===== config.mk =====
export PLATFORM = sky130hd
export DESIGN_NAME = mux_scan_sequencer
export DESIGN_NICKNAME = d
export VERILOG_FILES = /design/src/rtl/mux_scan_pkg.sv /design/src/rtl/mux_scan_outreg.sv /design/src/rtl/mux_scan_sequencer.sv
export SDC_FILE = /design/constraint.sdc
export NUM_CORES = 1
export LEC_CHECK = 0
export CORE_MARGIN = 4
export CORE_UTILIZATION = 56
export CTS_CLUSTER_DIAMETER = 100
export DETAILED_ROUTE_END_ITERATION = 16
export GPL_TIMING_DRIVEN = 0
export PLACE_DENSITY_LB_ADDON = 0.12
export SYNTH_ARGS = -nofsm -noshare
export SYNTH_HDL_FRONTEND = slang
export SYNTH_SLANG_ARGS = --single-unit

===== constraint.sdc =====
create_clock -name clk -period 3.35 [get_ports clk]
set_input_delay 0.67 -clock clk [delete_from_list [all_inputs] [get_ports clk]]
set_output_delay 0.67 -clock clk [all_outputs]
set_load 0.01 [all_outputs]

===== src/rtl/mux_scan_pkg.sv =====
// Shared types and defaults for the mux scan sequencer.
// Holds the FSM state encoding and the dwell-counter width helper.
package mux_scan_pkg;

  typedef enum logic {IDLE, SCAN} scan_state_t;

  localparam int DEF_N_CH       = 16;
  localparam int DEF_SETTLE_CYC = 1;

  // A zero settle time still needs a 1-bit counter to keep the datapath legal
  function automatic int cnt_width(input int settle_cyc);
    return (settle_cyc < 1) ? 1 : $clog2(settle_cyc + 1);
  endfunction

endpackage


===== src/rtl/mux_scan_outreg.sv =====
// Single-entry valid/ready output slot for assembled scan words; flags overrun on a full slot.
// Define SCAN_PARITY_EN to carry an even-parity bit (word_par) alongside the word.
module mux_scan_outreg #(
  parameter int N_CH = 16
) (
  input  logic            clk,
  input  logic            rst_n,
  input  logic            load,
  input  logic [N_CH-1:0] din,
  input  logic            ready,
  output logic [N_CH-1:0] word,
  output logic            word_valid,
  output logic            overrun
`ifdef SCAN_PARITY_EN
  ,
  output logic            word_par
`endif
);

  logic slot_free;

  assign slot_free = !word_valid || ready;

  // Accepting a word on the same edge the consumer drains the slot keeps valid high
  always_ff @(posedge clk or negedge rst_n) begin
    if (!rst_n) begin
      word       <= '0;
      word_valid <= 1'b0;
      overrun    <= 1'b0;
`ifdef SCAN_PARITY_EN
      word_par   <= 1'b0;
`endif
    end else begin
      overrun <= 1'b0;
      if (load && slot_free) begin
        word       <= din;
        word_valid <= 1'b1;
`ifdef SCAN_PARITY_EN
        word_par   <= ^din;
`endif
      end else begin
        if (load) begin
          overrun <= 1'b1;
        end
        if (word_valid && ready) begin
          word_valid <= 1'b0;
        end
      end
    end
  end

endmodule


===== src/rtl/mux_scan_sequencer.sv =====
// Drives sel of a 16:1 bit mux through every channel, samples each after a settle dwell,
// and presents the assembled word on valid/ready. Define SCAN_PARITY_EN to add word_par.
module mux_scan_sequencer
  import mux_scan_pkg::*;
#(
  parameter int N_CH       = DEF_N_CH,
  parameter int SEL_W      = $clog2(N_CH),
  parameter int SETTLE_CYC = DEF_SETTLE_CYC
) (
  input  logic             clk,
  input  logic             rst_n,
  input  logic             start,
  input  logic             cont,
  input  logic             mux_out,
  output logic [SEL_W-1:0] sel,
  output logic             busy,
  output logic [N_CH-1:0]  word,
  output logic             word_valid,
  input  logic             word_ready,
  output logic             overrun
`ifdef SCAN_PARITY_EN
  ,
  output logic             word_par
`endif
);

  localparam int               CNT_W    = cnt_width(SETTLE_CYC);
  localparam logic [SEL_W-1:0] LAST_SEL = SEL_W'(N_CH - 1);

  scan_state_t      state, state_nx;
  logic [CNT_W-1:0] cnt, cnt_nx;
  logic [SEL_W-1:0] sel_nx;
  logic [N_CH-2:0]  shadow, shadow_nx;
  logic             busy_nx;
  logic             scan_done;
  logic [N_CH-1:0]  load_word;

  always_ff @(posedge clk or negedge rst_n) begin
    if (!rst_n) begin
      state  <= IDLE;
      sel    <= '0;
      cnt    <= '0;
      shadow <= '0;
      busy   <= 1'b0;
    end else begin
      state  <= state_nx;
      sel    <= sel_nx;
      cnt    <= cnt_nx;
      shadow <= shadow_nx;
      busy   <= busy_nx;
    end
  end

  // The last channel bypasses the shadow and goes straight into the output word
  always_comb begin
    state_nx  = state;
    sel_nx    = sel;
    cnt_nx    = cnt;
    shadow_nx = shadow;
    busy_nx   = busy;
    scan_done = 1'b0;
    case (state)
      IDLE: begin
        if (start || cont) begin
          state_nx = SCAN;
          sel_nx   = '0;
          cnt_nx   = '0;
          busy_nx  = 1'b1;
        end
      end
      SCAN: begin
        if (int'(cnt) < SETTLE_CYC) begin
          cnt_nx = cnt + 1'b1;
        end else begin
          cnt_nx = '0;
          if (sel != LAST_SEL) begin
            shadow_nx[sel] = mux_out;
            sel_nx         = sel + 1'b1;
          end else begin
            scan_done = 1'b1;
            sel_nx    = '0;
            if (!cont) begin
              state_nx = IDLE;
              busy_nx  = 1'b0;
            end
          end
        end
      end
      default: begin
        state_nx = IDLE;
      end
    endcase
  end

  assign load_word = {mux_out, shadow};

  mux_scan_outreg #(
    .N_CH (N_CH)
  ) u_outreg (
    .clk        (clk),
    .rst_n      (rst_n),
    .load       (scan_done),
    .din        (load_word),
    .ready      (word_ready),
    .word       (word),
    .word_valid (word_valid),
    .overrun    (overrun)
`ifdef SCAN_PARITY_EN
    ,
    .word_par   (word_par)
`endif
  );

endmodule


# Yosys cells after proc, flatten, opt, wreduce, memory -nomap -nowiden
# Cells that the tools add are included.
# classes
muxes	27
n_eq_ne	5
reduce_logical	10
addsub	2
magnitude_cmp	3
bitwise	2
# ops
cell	count
$mux 1	18
$bwmux 15	1
$mux 4	3
$ne 2x2->1 const B	4
$pmux 4 s2	1
$pmux 1 s2	3
$lt 4x5->1 const B	1
$add 4x1->4 const B	1
$demux 1 s4	1
$ge 4x1->1 const B	1
$ne 4x4->1 const B	1
$reduce_and 4->1	1
$logic_and 1x1->1	3
$reduce_and 3->1	1
$logic_or 1x1->1	2
$not 1->1	2
$reduce_and 2->1	1
$reduce_bool 2->1	1
$add 1x1->1 const B	1
$logic_not 1->1	1
$lt 1x1->1 const B	1
# word_totals
reg_bits	40
output_inout_bits	23

# Longest topological paths before layout
# logic_depth
depth_word	6
mapped_depth	6
depth_no_buf	5

# Modules after synthesis
# Synthesis repeated with hierarchy kept, for this count alone.
# hier_totals
cells_unflattened	138
hier_area_um2	1834.3
# by_module_without_submodules
mod	instances	cells_each	area_per_inst_um2
mux_scan_sequencer	1	98	1109.8
mux_scan_outreg	1	40	724.4

# Worst setup path after synthesis
# Ideal clock, no wire load.
# synth_timing
path_type	register to register
start	register sel[0]
end	register u_outreg.word[0]
t_arrival_ns	1.759
slack_ns	1.466
period_less_slack_ns	1.884
path_buffers	2
setup_time_ns	0.125
stages_incl_launch_ff	7
path_cell_list	dfrtp_1 > ha_1 > buf_2 > nand2_1 > nor3b_4 > buf_12 > mux2_4
# synth_between
elab_chain_cells	5
# synth_lines
element	line	source
from (decl)	mux_scan_sequencer.sv:15	output logic [SEL_W-1:0] sel,
from (signal assigned)	mux_scan_sequencer.sv:47	sel <= sel_nx;
$ne 4x4->1	mux_scan_sequencer.sv:76	if (sel != LAST_SEL) begin
$mux 1	mux_scan_sequencer.sv:76	
$mux 1	mux_scan_sequencer.sv:72	if (int'(cnt) < SETTLE_CYC) begin
$mux 1	mux_scan_sequencer.sv:62	case (state)
$logic_and 1x1->1	mux_scan_outreg.sv:35	if (load && slot_free) begin
to (signal assigned)	mux_scan_outreg.sv:36	word <= din;
to (decl)	mux_scan_outreg.sv:11	output logic [N_CH-1:0] word,
# No other way between the ends.
# A chain may end at the register's enable or synchronous reset.

# Worst setup path after layout
# layout_timing
start	register sel[2]
end	output port sel[2]
# No word-level cell between the ends.

==> flow_metrics.env <==
export IMPL_outcome="completed"
export IMPL_seqCellArea_sq_um=1001
export IMPL_busiest_layer="met2"
export IMPL_cts_inserted_buffers=5
export IMPL_cp_num_buf_inv=1
export IMPL_fill_cells=241
export IMPL_cp_cell_sequence="clkdlybuf4s50_1"
export IMPL_layout_drive_gt1_share=0.2738
export IMPL_clockBufferDepth=2
export IMPL_synth_avg_cell_area_sq_um=13.48
export IMPL_cts_sinks=40
export IMPL_hpwl_um=2277
export IMPL_synth_cell_types=31
export IMPL_chipWidth_um=64.59
export IMPL_final_cell_mix="dfrtp_1 (40), clkdlybuf4s50_1 (27), mux2_2 (21)"
export IMPL_yosys_warnings=0
export IMPL_syn_num_nets=143
export IMPL_cp_start_kind="flip-flop"
export IMPL_gp_congestion=0.7888
export IMPL_grt_start_max_net_pins=41
export IMPL_drtPass1Iterations=4
export IMPL_antenna_found_initial=0
export IMPL_port_buffers=28
export IMPL_syn_area_sq_um=1793
export IMPL_use_met1=0.2114
export IMPL_clock_latency_ns=0.34
export IMPL_multi_input_area_sq_um=740.7
export IMPL_core_area_sq_um=3053
export IMPL_setup_viol=0
export IMPL_via_per_inst=5.292
export IMPL_start_util=0.5873
export IMPL_dieHeight_um=64.59
export IMPL_drt_initial_drc_count=26
export IMPL_final_hold_viol_count=0
export IMPL_track_usage=0.1665
export IMPL_finalInstanceArea_sq_um=2170
export IMPL_slew_viol_final=0
export IMPL_ys_ff_latch=40
export IMPL_rsz0062_at_grt="false"
export IMPL_grt_util_met3=0.05199
export IMPL_crit_required_ns=2.68
export IMPL_routed_wirelength_um=3197
export IMPL_crit_slowest_cell="clkdlybuf4s50_1"
export IMPL_period_share=0.6385
export IMPL_r2r_end="u_outreg.word[7]$_DFFE_PN0P_"
export IMPL_synth_edf_count=0
export IMPL_nets=178
export IMPL_critPathCaptureType="output pin"
export IMPL_syn2layout_area_growth_pct=21.00
export IMPL_placed_area_sq_um=2123
export IMPL_grtUsageMet2=0.2706
export IMPL_crit_type="reg -> out"
export IMPL_rows=20
export IMPL_regToRegSetupSlack_ns=1.24
export IMPL_floorplan_io_pins=29
export IMPL_ant_nets=0
export IMPL_final_setup_tns_ns=0
export IMPL_drc=0
export IMPL_cp_arrival_ns=1.47
export IMPL_hold_class="in -> async"
export IMPL_final_common_cell="dfrtp_1"
export IMPL_first_global_vias=1139
export IMPL_route_vias_total=1122
export IMPL_ctsHoldBuffers=0
export IMPL_r2r_start="sel[0]$_DFFE_PN0P_"
export IMPL_cpLargestDelayFamily="buffers and inverters"
export IMPL_relSlewSlack=0.4370
export IMPL_diodes=0
export IMPL_grt_overflow_total=0
export IMPL_fmax_mhz=467.6
export IMPL_tightest_slew_ns=0.8445
export IMPL_cpPeakStageDelay_ns=0.60
export IMPL_ir_worst_vdd_mv=0.4270
export IMPL_syn_inst=133
export IMPL_clock_skew_ns=0.01369
export IMPL_p_leak_nw=0.9396
export IMPL_power_density_nw_per_um2=828.0
export IMPL_cts_tree="built"
export IMPL_async_flop_share=1.000
export IMPL_cap_violations=0
export IMPL_cts_setup_buffers=0
export IMPL_r2r_cells=6
export IMPL_ctsHtreeMaxLevel=2
export IMPL_ys_seq_area_frac=0.5583
export IMPL_wire_per_inst_um=15.08
export IMPL_min_period_ns=2.139
export IMPL_clkSlewWorstSetupHoldPaths_ns=0.12
export IMPL_ctsResizeCount=0
export IMPL_grt_first_pass_wirelength_um=5250
export IMPL_crit_path_max_fanout=9
export IMPL_hold_ws_ns=0.4201
export IMPL_ys_flop_type="dfrtp_1"
export IMPL_dieArea_sq_um=4171
export IMPL_cts_root_buf="clkbuf_4"
-- through the flow --
stage                     total power [mW]  setup WS (ns)    util  cells
after global placement               1.557         0.7256  0.6971    205
after CTS                            1.818          1.201  0.7107    212
final                                1.796          1.211  0.7107    212
after global routing                 1.908          1.109  0.7107    212
after floorplan                      1.259          1.466       -    133
after detailed placement             1.594         0.9867  0.6955    205
-- worst max path at each step --
stage | from | endpoint | cells past startpoint
after global placement | rst_n | u_outreg.word[11]$_DFFE_PN0P_ | 1
after detailed placement | word_ready | u_outreg.word[3]$_DFFE_PN0P_ | 5
final | sel[2]$_DFFE_PN0P_ | sel[2] | 1
after floorplan | sel[0]$_DFFE_PN0P_ | u_outreg.word[0]$_DFFE_PN0P_ | 6
after CTS | sel[2]$_DFFE_PN0P_ | sel[2] | 1
after global routing | sel[0]$_DFFE_PN0P_ | u_outreg.word[7]$_DFFE_PN0P_ | 6
-- per-layer routing --
metal  routed length [um]  part of all wire
met5                    0                 0
met4                   36             0.011
met3                  103             0.032
met2                 1582              0.49
met1                 1474              0.46
-- power by group --
group | total (mW) | leakage [nW] | switching [mW] | internal [mW]
Clock | 0.222 | 0.0281 | 0.144 | 0.0774
Sequential | 0.808 | 0.498 | 0.127 | 0.681
Combinational | 0.767 | 0.413 | 0.323 | 0.444
-- area by class of cell --
class / instances / area share
repair buffers: 28 / 0.1269
clock inverters: 1 / 0.002307
well taps: 44 / 0.02537
plain buffers: 6 / 0.02018
flip-flops and latches: 40 / 0.4614
inverters: 2 / 0.003460
clock buffers: 6 / 0.01903
multi-input cells: 85 / 0.3414
-- cells by family after synthesis --
logic type / Yosys count / synth area share
muxes: 31 / 0.2156
and+or+nand+nor: 37 / 0.1228
AOI/OAI and AO/OA: 13 / 0.04676
adders and majority gates: 4 / 0.02791
buffers and inverters: 8 / 0.02861
DFF: 40 / 0.5583
-- state kept, by name, summed over array words and instances (netlist names) --
register	count
u_outreg.overrun	1
cnt	1
u_outreg.word_valid	1
shadow	15
u_outreg.word	16
sel	4
state	1
busy	1
-- cell usage after synthesis, drive strengths merged, types with 2 or more instances --
cell    instances  area [sq um]
nor3            5         25.02
o21ai           5         25.02
inv             2         7.510
nand3           2         22.52
nor2            2         7.510
dfrtp          40          1001
buf             5         40.04
ha              4         50.05
mux2           31         386.6
and4b           2         20.02
nand2          16         60.06
nand2b          3         18.77
Note: power is estimated with default switching activity, not from simulation.
